### config.mk
export PLATFORM = sky130hd
export DESIGN_NAME = comporta_escalonador
export DESIGN_NICKNAME = d
export VERILOG_FILES = /design/src/rtl/comporta_escalonador.sv
export SDC_FILE = /design/constraint.sdc
export NUM_CORES = 1
export LEC_CHECK = 0
export CAP_MARGIN = 20
export CORE_MARGIN = 2
export CORE_UTILIZATION = 47
export CTS_BUF_LIST = sky130_fd_sc_hd__clkbuf_16
export CTS_CLUSTER_SIZE = 14
export DETAILED_ROUTE_END_ITERATION = 10
export HOLD_SLACK_MARGIN = 0.02
export PLACE_DENSITY = 0.73
export SYNTH_ARGS = -nofsm -noshare
export SYNTH_HDL_FRONTEND = slang
export SYNTH_SLANG_ARGS = --single-unit
### constraint.sdc
create_clock -name clock -period 1.96 [get_ports clock]
set_clock_uncertainty 0.2 [all_clocks]
set_input_delay 0.392 -clock clock [delete_from_list [all_inputs] [get_ports clock]]
set_output_delay 0.392 -clock clock [all_outputs]
set_load 0.01 [all_outputs]
### src/rtl/comporta_escalonador.sv
// Floodgate scheduler: grants the single gate to one of four requesters and sequences open/hold/close/recovery.
// Build option COMPORTA_ESC_PRIORIDADE_EN selects fixed priority (index 0 highest) instead of round-robin.
module comporta_escalonador #(
    parameter int W_TEMPO      = 8,
    parameter int T_MIN_ABERTA = 50,
    parameter int T_RECUPERA   = 10,
    parameter int T_MAX_MOV    = 200
) (
    input  logic       clock,
    input  logic       reset,
    input  logic [3:0] pedido,
    input  logic       inicioPosicao,
    input  logic       fimPosicao,
    output logic       abrirComporta,
    output logic [3:0] concede,
    output logic       ocupado,
    output logic       erro,
    output logic [3:0] dbEstado
);

    typedef enum logic [3:0] {
        estOcioso   = 4'b0000,
        estArbitra  = 4'b0001,
        estAbrindo  = 4'b0010,
        estAberta   = 4'b0011,
        estFechando = 4'b0100,
        estRecupera = 4'b0101,
        estErro     = 4'b1110
    } estadoT;

    localparam logic [W_TEMPO-1:0] LIM_MOV    = W_TEMPO'(T_MAX_MOV - 1);
    localparam logic [W_TEMPO-1:0] LIM_ABERTA = W_TEMPO'(T_MIN_ABERTA - 1);
    localparam logic [W_TEMPO-1:0] LIM_RECUP  = W_TEMPO'(T_RECUPERA - 1);
    localparam logic [W_TEMPO-1:0] UM         = W_TEMPO'(1);

    estadoT             estado, estadoProx;
    logic [W_TEMPO-1:0] tempo;
    logic [3:0]         concedeProx;
    logic [2:0]         vencedor;
    logic               conta;

    // Returns {found, index}: first set bit of req scanning upward from base, wrapping.
    function automatic logic [2:0] escolhe(input logic [3:0] req, input logic [1:0] base);
        logic [1:0] idx;
        escolhe = 3'b000;
        for (int i = 3; i >= 0; i--) begin
            idx = base + 2'(i);
            if (req[idx]) escolhe = {1'b1, idx};
        end
    endfunction

`ifdef COMPORTA_ESC_PRIORIDADE_EN
    always_comb vencedor = escolhe(pedido, 2'd0);
`else
    logic [1:0] ultimo, ultimoProx;
    always_comb vencedor = escolhe(pedido, ultimo + 2'd1);
`endif

    always_comb begin
        estadoProx  = estado;
        concedeProx = concede;
`ifndef COMPORTA_ESC_PRIORIDADE_EN
        ultimoProx  = ultimo;
`endif
        case (estado)
            estOcioso: begin
                concedeProx = 4'b0000;
                if (pedido != 4'b0000) estadoProx = estArbitra;
            end
            estArbitra: begin
                if (vencedor[2]) begin
                    concedeProx = 4'b0001 << vencedor[1:0];
`ifndef COMPORTA_ESC_PRIORIDADE_EN
                    ultimoProx  = vencedor[1:0];
`endif
                    estadoProx  = estAbrindo;
                end else begin
                    concedeProx = 4'b0000;
                    estadoProx  = estOcioso;
                end
            end
            estAbrindo: begin
                if (fimPosicao) estadoProx = estAberta;
                else if (tempo == LIM_MOV) begin
                    estadoProx  = estErro;
                    concedeProx = 4'b0000;
                end
            end
            estAberta: begin
                // Only the granted requester can release the gate; others never preempt.
                if (((pedido & concede) == 4'b0000) && (tempo >= LIM_ABERTA))
                    estadoProx = estFechando;
            end
            estFechando: begin
                if (inicioPosicao) begin
                    estadoProx  = estRecupera;
                    concedeProx = 4'b0000;
                end else if (tempo == LIM_MOV) begin
                    estadoProx  = estErro;
                    concedeProx = 4'b0000;
                end
            end
            estRecupera: begin
                concedeProx = 4'b0000;
                if (tempo == LIM_RECUP) estadoProx = estOcioso;
            end
            estErro: concedeProx = 4'b0000;
            default: begin
                estadoProx  = estOcioso;
                concedeProx = 4'b0000;
            end
        endcase
    end

    always_comb conta = (estado == estAbrindo) || (estado == estAberta) ||
                        (estado == estFechando) || (estado == estRecupera);

    always_ff @(posedge clock) begin
        if (reset) begin
            estado  <= estOcioso;
            concede <= 4'b0000;
            tempo   <= '0;
`ifndef COMPORTA_ESC_PRIORIDADE_EN
            ultimo  <= 2'd3;
`endif
        end else begin
            estado  <= estadoProx;
            concede <= concedeProx;
`ifndef COMPORTA_ESC_PRIORIDADE_EN
            ultimo  <= ultimoProx;
`endif
            if (estadoProx != estado) tempo <= '0;
            else if (conta && (tempo != '1)) tempo <= tempo + UM;
        end
    end

    // Status outputs are pure decodes of the state register.
    always_comb begin
        abrirComporta = (estado == estAbrindo) || (estado == estAberta);
        ocupado       = (estado != estOcioso);
        erro          = (estado == estErro);
        case (estado)
            estOcioso, estArbitra, estAbrindo, estAberta,
            estFechando, estRecupera, estErro: dbEstado = estado;
            default:                           dbEstado = 4'b1111;
        endcase
    end

endmodule

==> impl_metrics.env, run 1 <==
export IMPL_routabilityCongestion=0.882
export IMPL_path_clk_slew_ps=50
export IMPL_wirelength_um=3390
export IMPL_antenna_cells=0
export IMPL_dieHeight_um=54.2
export IMPL_maxSlewViolCount=0
export IMPL_num_rows=18
export IMPL_antenna_found_initial=0
export IMPL_fillers=162
export IMPL_core_um2=2430
export IMPL_die_area_um2=2930
export IMPL_slowest_stage="or4b_1"
export IMPL_reg2reg_slack_ps=-290
export IMPL_tightestPinTransition_ps=416
export IMPL_max_freq_mhz=445
export IMPL_ys_types=45
export IMPL_cp_arrival_ps=2220
export IMPL_fin_nets=209
export IMPL_drtIter0Drc=29
export IMPL_ys_ff_latch=18
export IMPL_synth_edf_count=0
export IMPL_p_leak_uw=0.000777
export IMPL_endpoint_kind="flip-flop"
export IMPL_syn_inst=143
export IMPL_max_stage_delay_ps=460
export IMPL_post_synth_top_area_cell="dfxtp_1"
export IMPL_finalSetupTns_ps=-2360
export IMPL_htree_levels=1
export IMPL_setup_slack_ps=-288
export IMPL_hold_path_class="flip-flop to flip-flop"
export IMPL_synth_nets=154
export IMPL_drive_gt1_frac=0.401
export IMPL_worst_path_buf_inv=2
export IMPL_clk_latency_ps=250
export IMPL_synth_warning_count=0
export IMPL_hold_end="concede[2]"
export IMPL_start_util=0.486
export IMPL_grt_max_degree=12
export IMPL_cts_sinks=18
export IMPL_min_period_ps=2250
export IMPL_cts_made_buffers=3
export IMPL_grt_pass1_wl_um=5090
export IMPL_cts_hold_buffers_added=0
export IMPL_synthFlopType="dfxtp_1"
export IMPL_setup_violations=10
export IMPL_area_growth_synth_to_final_pct=58.9
export IMPL_grt_overflow_total=0
export IMPL_crit_type="flip-flop to flip-flop"
export IMPL_synth_seq_area_share=0.305
export IMPL_hold_violations=0
export IMPL_drcViolationCount=0
export IMPL_final_util=0.773
export IMPL_cts_root_buf="clkbuf_16"
export IMPL_min_path_cells=1
export IMPL_synth_area_leaders="dfxtp_1 30%, nor3_1 5.5%, nand2_1 3.8%"
export IMPL_async_flop_share=0
export IMPL_drt_wirelength_per_cell_um=14.9
export IMPL_cts_tree="built"
export IMPL_timing_rr_start="tempo[1]"
export IMPL_syn_area_per_cell_um2=8.27
export IMPL_synth_top_area_frac=0.305
export IMPL_vias_per_cell=5.79
export IMPL_syn_area_um2=1180
export IMPL_path_delay_family="compound AO/OA/AOI/OAI gates"
export IMPL_rsz0062_at_grt="yes"
export IMPL_cp_required_ps=1930
export IMPL_r2r_end="tempo[4]"
export IMPL_crit_path_max_fanout=8
export IMPL_ios=19
export IMPL_place_hpwl_um=2380
export IMPL_first_pass_iters=4
export IMPL_grt_pass1_vias=1176
export IMPL_ir_worst_vdd_mv=0.738
export IMPL_worstPathCellList="inv_2 -> ha_4 -> or4b_1 -> a311o_1 -> buf_4 -> a21boi_4 -> o22ai_4 -> nor3_2"
export IMPL_status="complete, but fails checks"
export IMPL_cts_buffer_depth=2
export IMPL_critPathLaunchType="flip-flop"
export IMPL_vias=1314
export IMPL_violations="setup timing"
export IMPL_r2r_cells=8
export IMPL_timing_slew_headroom=0.723
export IMPL_hp_start="concede[2]"
export IMPL_ant_nets=0
export IMPL_die_w_um=54.2
export IMPL_fin_crit_sh=1.15
export IMPL_grtUsageTotal=0.241
export IMPL_port_buffers=18
export IMPL_post_place_ws_ps=-481
export IMPL_max_cap_viol_count=0
export IMPL_power_per_cell_area_nw_per_um2=586
[registers in the layout (all words and copies together) (netlist names)]
signal	cells
tempo	8
concede	4
estado	4
ultimo	2
[repair_timing]
item	in CTS	in global routing
cloned	0	0
setup endpoints to repair	23	20
resized for setup	25	15
buffers inserted	2	4
pin swaps	11	9
[synthesized netlist by cell type, types with 3 or more instances]
library cell,number
or4b_1,3
xor2_1,5
nand2b_1,6
a22o_1,3
nand3_1,3
nor3_1,13
nand4_1,4
inv_1,6
mux2i_1,3
nand2_1,12
a21oi_1,8
clkbuf_1,3
a31oi_1,3
ha_1,3
buf_2,3
o21ai_0,4
dfxtp_1,18
nor2_1,7
[where the power goes]
group          switching (uW)  leakage [uW]  internal (uW)
logic                     139      0.000590            147
clock network             138     0.0000385            271
registers                25.6      0.000148            382
total                     302      0.000777            800
[worst reg2reg max path, stage by stage, from the launching register on]
cell and delay, ps:
dfxtp_2 330, inv_2 50, ha_4 150, or4b_1 460
a311o_1 320, buf_4 160, a21boi_4 160, o22ai_4 160
nor3_2 170
[per-layer routing]
metal  track usage  vias up  wire length (um)
met1         0.284      635              1470
met4        0.0792        0                14
met2         0.438       35              1770
met3        0.0389        3               135
li1              -      641                 -
met5             0        -                 0
[how the worst max path moves through the flow]
stage / startpoint / endpoint / slack, ps / depth (start not counted)
finish: tempo[1] / tempo[4] / -290 / 8
global route: tempo[1] / tempo[7] / -350 / 7
CTS: tempo[1] / tempo[6] / -290 / 7
detailed placement: inicioPosicao / tempo[6] / -480 / 6
global placement: inicioPosicao / tempo[1] / -440 / 6
floorplan: tempo[1] / tempo[0] / -80 / 7
[metrics by stage]
stage	instance area (um^2)	hold WS (ps)	cells	power, uW
floorplan	1220	293	143	543
CTS	1800	290	223	1090
detailed placement	1650	282	217	673
global placement	1650	278	217	666
finish	1880	283	227	1100
global route	1880	305	227	1150
[layout by cell type, fill, tap and decap left out, drive strengths merged, types with 6 or more instances in the layout]
| cell | count |
|---|---|
| a21oi | 8 |
| buf | 38 |
| clkdlybuf4s50 | 10 |
| dfxtp | 18 |
| dlygate4sd2 | 6 |
| inv | 6 |
| nand2 | 12 |
| nand2b | 6 |
| nor2 | 7 |
| nor3 | 13 |
[cell type report]
class,count,area (um^2),area share
multi-input combinational,113,918,0.489
timing repair buffer,56,453,0.241
sequential,18,369,0.196
clock buffer,3,75.1,0.0399
tap,30,37.5,0.0200
inverter,6,22.5,0.0120
clock inverter,1,3.75,0.00200
[cell families after synthesis]
family,Yosys count,share of synthesized area
buffers and inverters,12,0.0413
multiplexers,3,0.0254
adder cells (fa/ha/maj),3,0.0317
AND/OR/NAND/NOR,64,0.319
AO/OA/AOI/OAI,36,0.226
XOR/XNOR,7,0.0519
flip-flops,18,0.305
(Power assumes the default switching activity.)
==> run 2, diff against run 1 <==
--- a/config.mk
+++ b/config.mk
@@ -9,9 +9,10 @@
 export CORE_MARGIN = 2
 export CORE_UTILIZATION = 47
 export CTS_BUF_LIST = sky130_fd_sc_hd__clkbuf_16
+export CTS_CLUSTER_DIAMETER = 50
 export CTS_CLUSTER_SIZE = 14
 export DETAILED_ROUTE_END_ITERATION = 10
-export HOLD_SLACK_MARGIN = 0.02
+export HOLD_SLACK_MARGIN = 0.15
 export PLACE_DENSITY = 0.73
 export SYNTH_ARGS = -nofsm -noshare
 export SYNTH_HDL_FRONTEND = slang
==> constraint.sdc (replaced) <==
create_clock -name clock -period 1.9 [get_ports clock]
set_clock_uncertainty 0.2 [all_clocks]
set_input_delay 0.38 -clock clock [delete_from_list [all_inputs] [get_ports clock]]
set_output_delay 0.38 -clock clock [all_outputs]
set_load 0.01 [all_outputs]
==> impl_metrics.env, run 2 (same netlist as run 1, synthesis figures left out) <==
export IMPL_vias=1339
export IMPL_power_share_sequential=0.367
export IMPL_finalSetupTns_ps=-3970
export IMPL_ant_nets=0
export IMPL_cts_buffer_depth=2
export IMPL_ios=19
export IMPL_rsz0062_at_grt="yes"
export IMPL_drcViolationCount=0
export IMPL_tightestPinTransition_ps=384
export IMPL_fin_crit_sh=1.20
export IMPL_cp_arrival_ps=2260
export IMPL_final_common_cell="buf_4"
export IMPL_cts_root_buf="clkbuf_16"
export IMPL_p_sw_frac=0.280
export IMPL_cts_tree="built"
export IMPL_ir_worst_vdd_mv=0.536
export IMPL_wirelength_um=3650
export IMPL_antenna_found_initial=0
export IMPL_maxSlewViolCount=0
export IMPL_crit_type="flip-flop to flip-flop"
export IMPL_port_buffers=18
export IMPL_max_stage_delay_ps=490
export IMPL_hold_path_class="flip-flop to flip-flop"
export IMPL_die_w_um=54.2
export IMPL_cts_hold_buffers_added=0
export IMPL_finalNonFillerCells=227
export IMPL_htree_levels=1
export IMPL_most_common_layout_cells="34 x buf_4, 13 x dfxtp_1, 11 x clkdlybuf4s50_1, 10 x nand2_1, 10 x nor3_1"
export IMPL_area_growth_synth_to_final_pct=59.9
export IMPL_slowest_stage="or4b_1"
export IMPL_setup_violations=16
export IMPL_min_path_cells=1
export IMPL_violations="setup timing"
export IMPL_power_per_cell_area_nw_per_um2=604
export IMPL_placedCellCount=219
export IMPL_first_pass_iters=6
export IMPL_p_clk_frac=0.372
export IMPL_vias_per_cell=5.90
export IMPL_num_rows=18
export IMPL_cts_made_buffers=3
export IMPL_setup_slack_ps=-389
export IMPL_antenna_cells=0
export IMPL_routabilityCongestion=0.869
export IMPL_core_um2=2430
export IMPL_critPathLaunchType="flip-flop"
export IMPL_reg2reg_slack_ps=-390
export IMPL_largest_reg_flops=8
export IMPL_crit_path_max_fanout=8
export IMPL_timing_rr_start="tempo[1]"
export IMPL_hold_violations=0
export IMPL_status="complete, but fails checks"
export IMPL_fin_nets=209
export IMPL_cts_sinks=18
export IMPL_drive_gt1_frac=0.401
export IMPL_dieHeight_um=54.2
export IMPL_path_clk_slew_ps=50
export IMPL_cp_required_ps=1870
export IMPL_grt_pass1_vias=1179
export IMPL_drt_wirelength_per_cell_um=16.1
export IMPL_final_util=0.777
export IMPL_min_period_ps=2290
export IMPL_r2r_end="tempo[6]"
export IMPL_pwr_share_comb=0.260
export IMPL_drtIter0Drc=41
export IMPL_r2r_cells=7
export IMPL_grtUsageTotal=0.242
export IMPL_grt_overflow_total=0
export IMPL_grt_pass1_wl_um=5220
export IMPL_start_util=0.486
export IMPL_place_hpwl_um=2400
export IMPL_hold_end="concede[2]"
export IMPL_largestRegisters="tempo (8), concede (4), estado (4)"
export IMPL_timing_slew_headroom=0.744
export IMPL_die_area_um2=2930
export IMPL_grt_max_degree=12
export IMPL_max_freq_mhz=437
export IMPL_worstPathCellList="inv_2 -> ha_4 -> or4b_1 -> a311o_1 -> nand4_1 -> nand4_4 -> nor3_1"
export IMPL_p_switching_uw=319
export IMPL_largest_register="tempo"
export IMPL_clk_latency_ps=250
export IMPL_power_uw=1140
export IMPL_intPower_uw=823
export IMPL_max_cap_viol_count=0
export IMPL_fillers=157
export IMPL_p_leak_uw=0.000781
export IMPL_endpoint_kind="flip-flop"
export IMPL_hp_start="concede[2]"
==> run 2: layout make-up <==
class / count / area, um^2 / share of cell area
repair buffers: 56 / 465 / 0.246
clock inverters: 1 / 3.75 / 0.00199
inverters: 6 / 22.5 / 0.0119
multi-input cells: 113 / 917 / 0.485
flip-flops and latches: 18 / 369 / 0.195
clock buffers: 3 / 75.1 / 0.0397
well taps: 30 / 37.5 / 0.0199
==> run 2: worst max-delay path by stage <==
stage,cells after the start,start,end,slack [ps]
finish,7,tempo[1],tempo[6],-390
global route,7,tempo[1],tempo[0],-460
CTS,7,tempo[1],tempo[6],-340
detailed placement,6,inicioPosicao,tempo[6],-510
global placement,6,inicioPosicao,tempo[1],-490
floorplan,7,tempo[1],tempo[0],-140
==> run 2: power by group through the flow <==
| stage | registers, uW | logic (uW) | clock network (uW) |
|---|---|---|---|
| after floorplan | 417 | 143 | 0 |
| after global placement | 424 | 264 | 0 |
| after detailed placement | 425 | 272 | 0 |
| after CTS | 419 | 284 | 427 |
| after global routing | 421 | 319 | 440 |
| final | 420 | 297 | 425 |
==> run 2: repair_timing <==
action / CTS / global route
resized for setup: 28 / 19
setup buffers: 1 / 5
pin swaps: 5 / 11
endpoints found under the setup margin: 25 / 22
==> run 2: routing by layer <==
metal,wire length (um),GRT usage,share of wire,up-vias
met5,0,0,0,-
met4,50,0.0583,0.014,0
met3,192,0.0333,0.053,6
met2,1900,0.434,0.52,47
met1,1510,0.302,0.41,638
li1,-,-,-,648
==> run 2: worst max-delay path: cells and delay by family, from the launching register on <==
family,cells,cell delay (ps)
buffers and inverters,1,60
flip-flops,1,340
AND/OR/NAND/NOR,4,1080
AO/OA/AOI/OAI,1,380
adder cells (fa/ha/maj),1,150
==> run 2: metrics by stage <==
step	hold WS [ps]	setup slack, ps	cell area, um^2
after global placement	278	-486	1660
final	300	-389	1890
after CTS	293	-335	1810
after global routing	312	-457	1890
after detailed placement	285	-507	1660
after floorplan	293	-144	1220
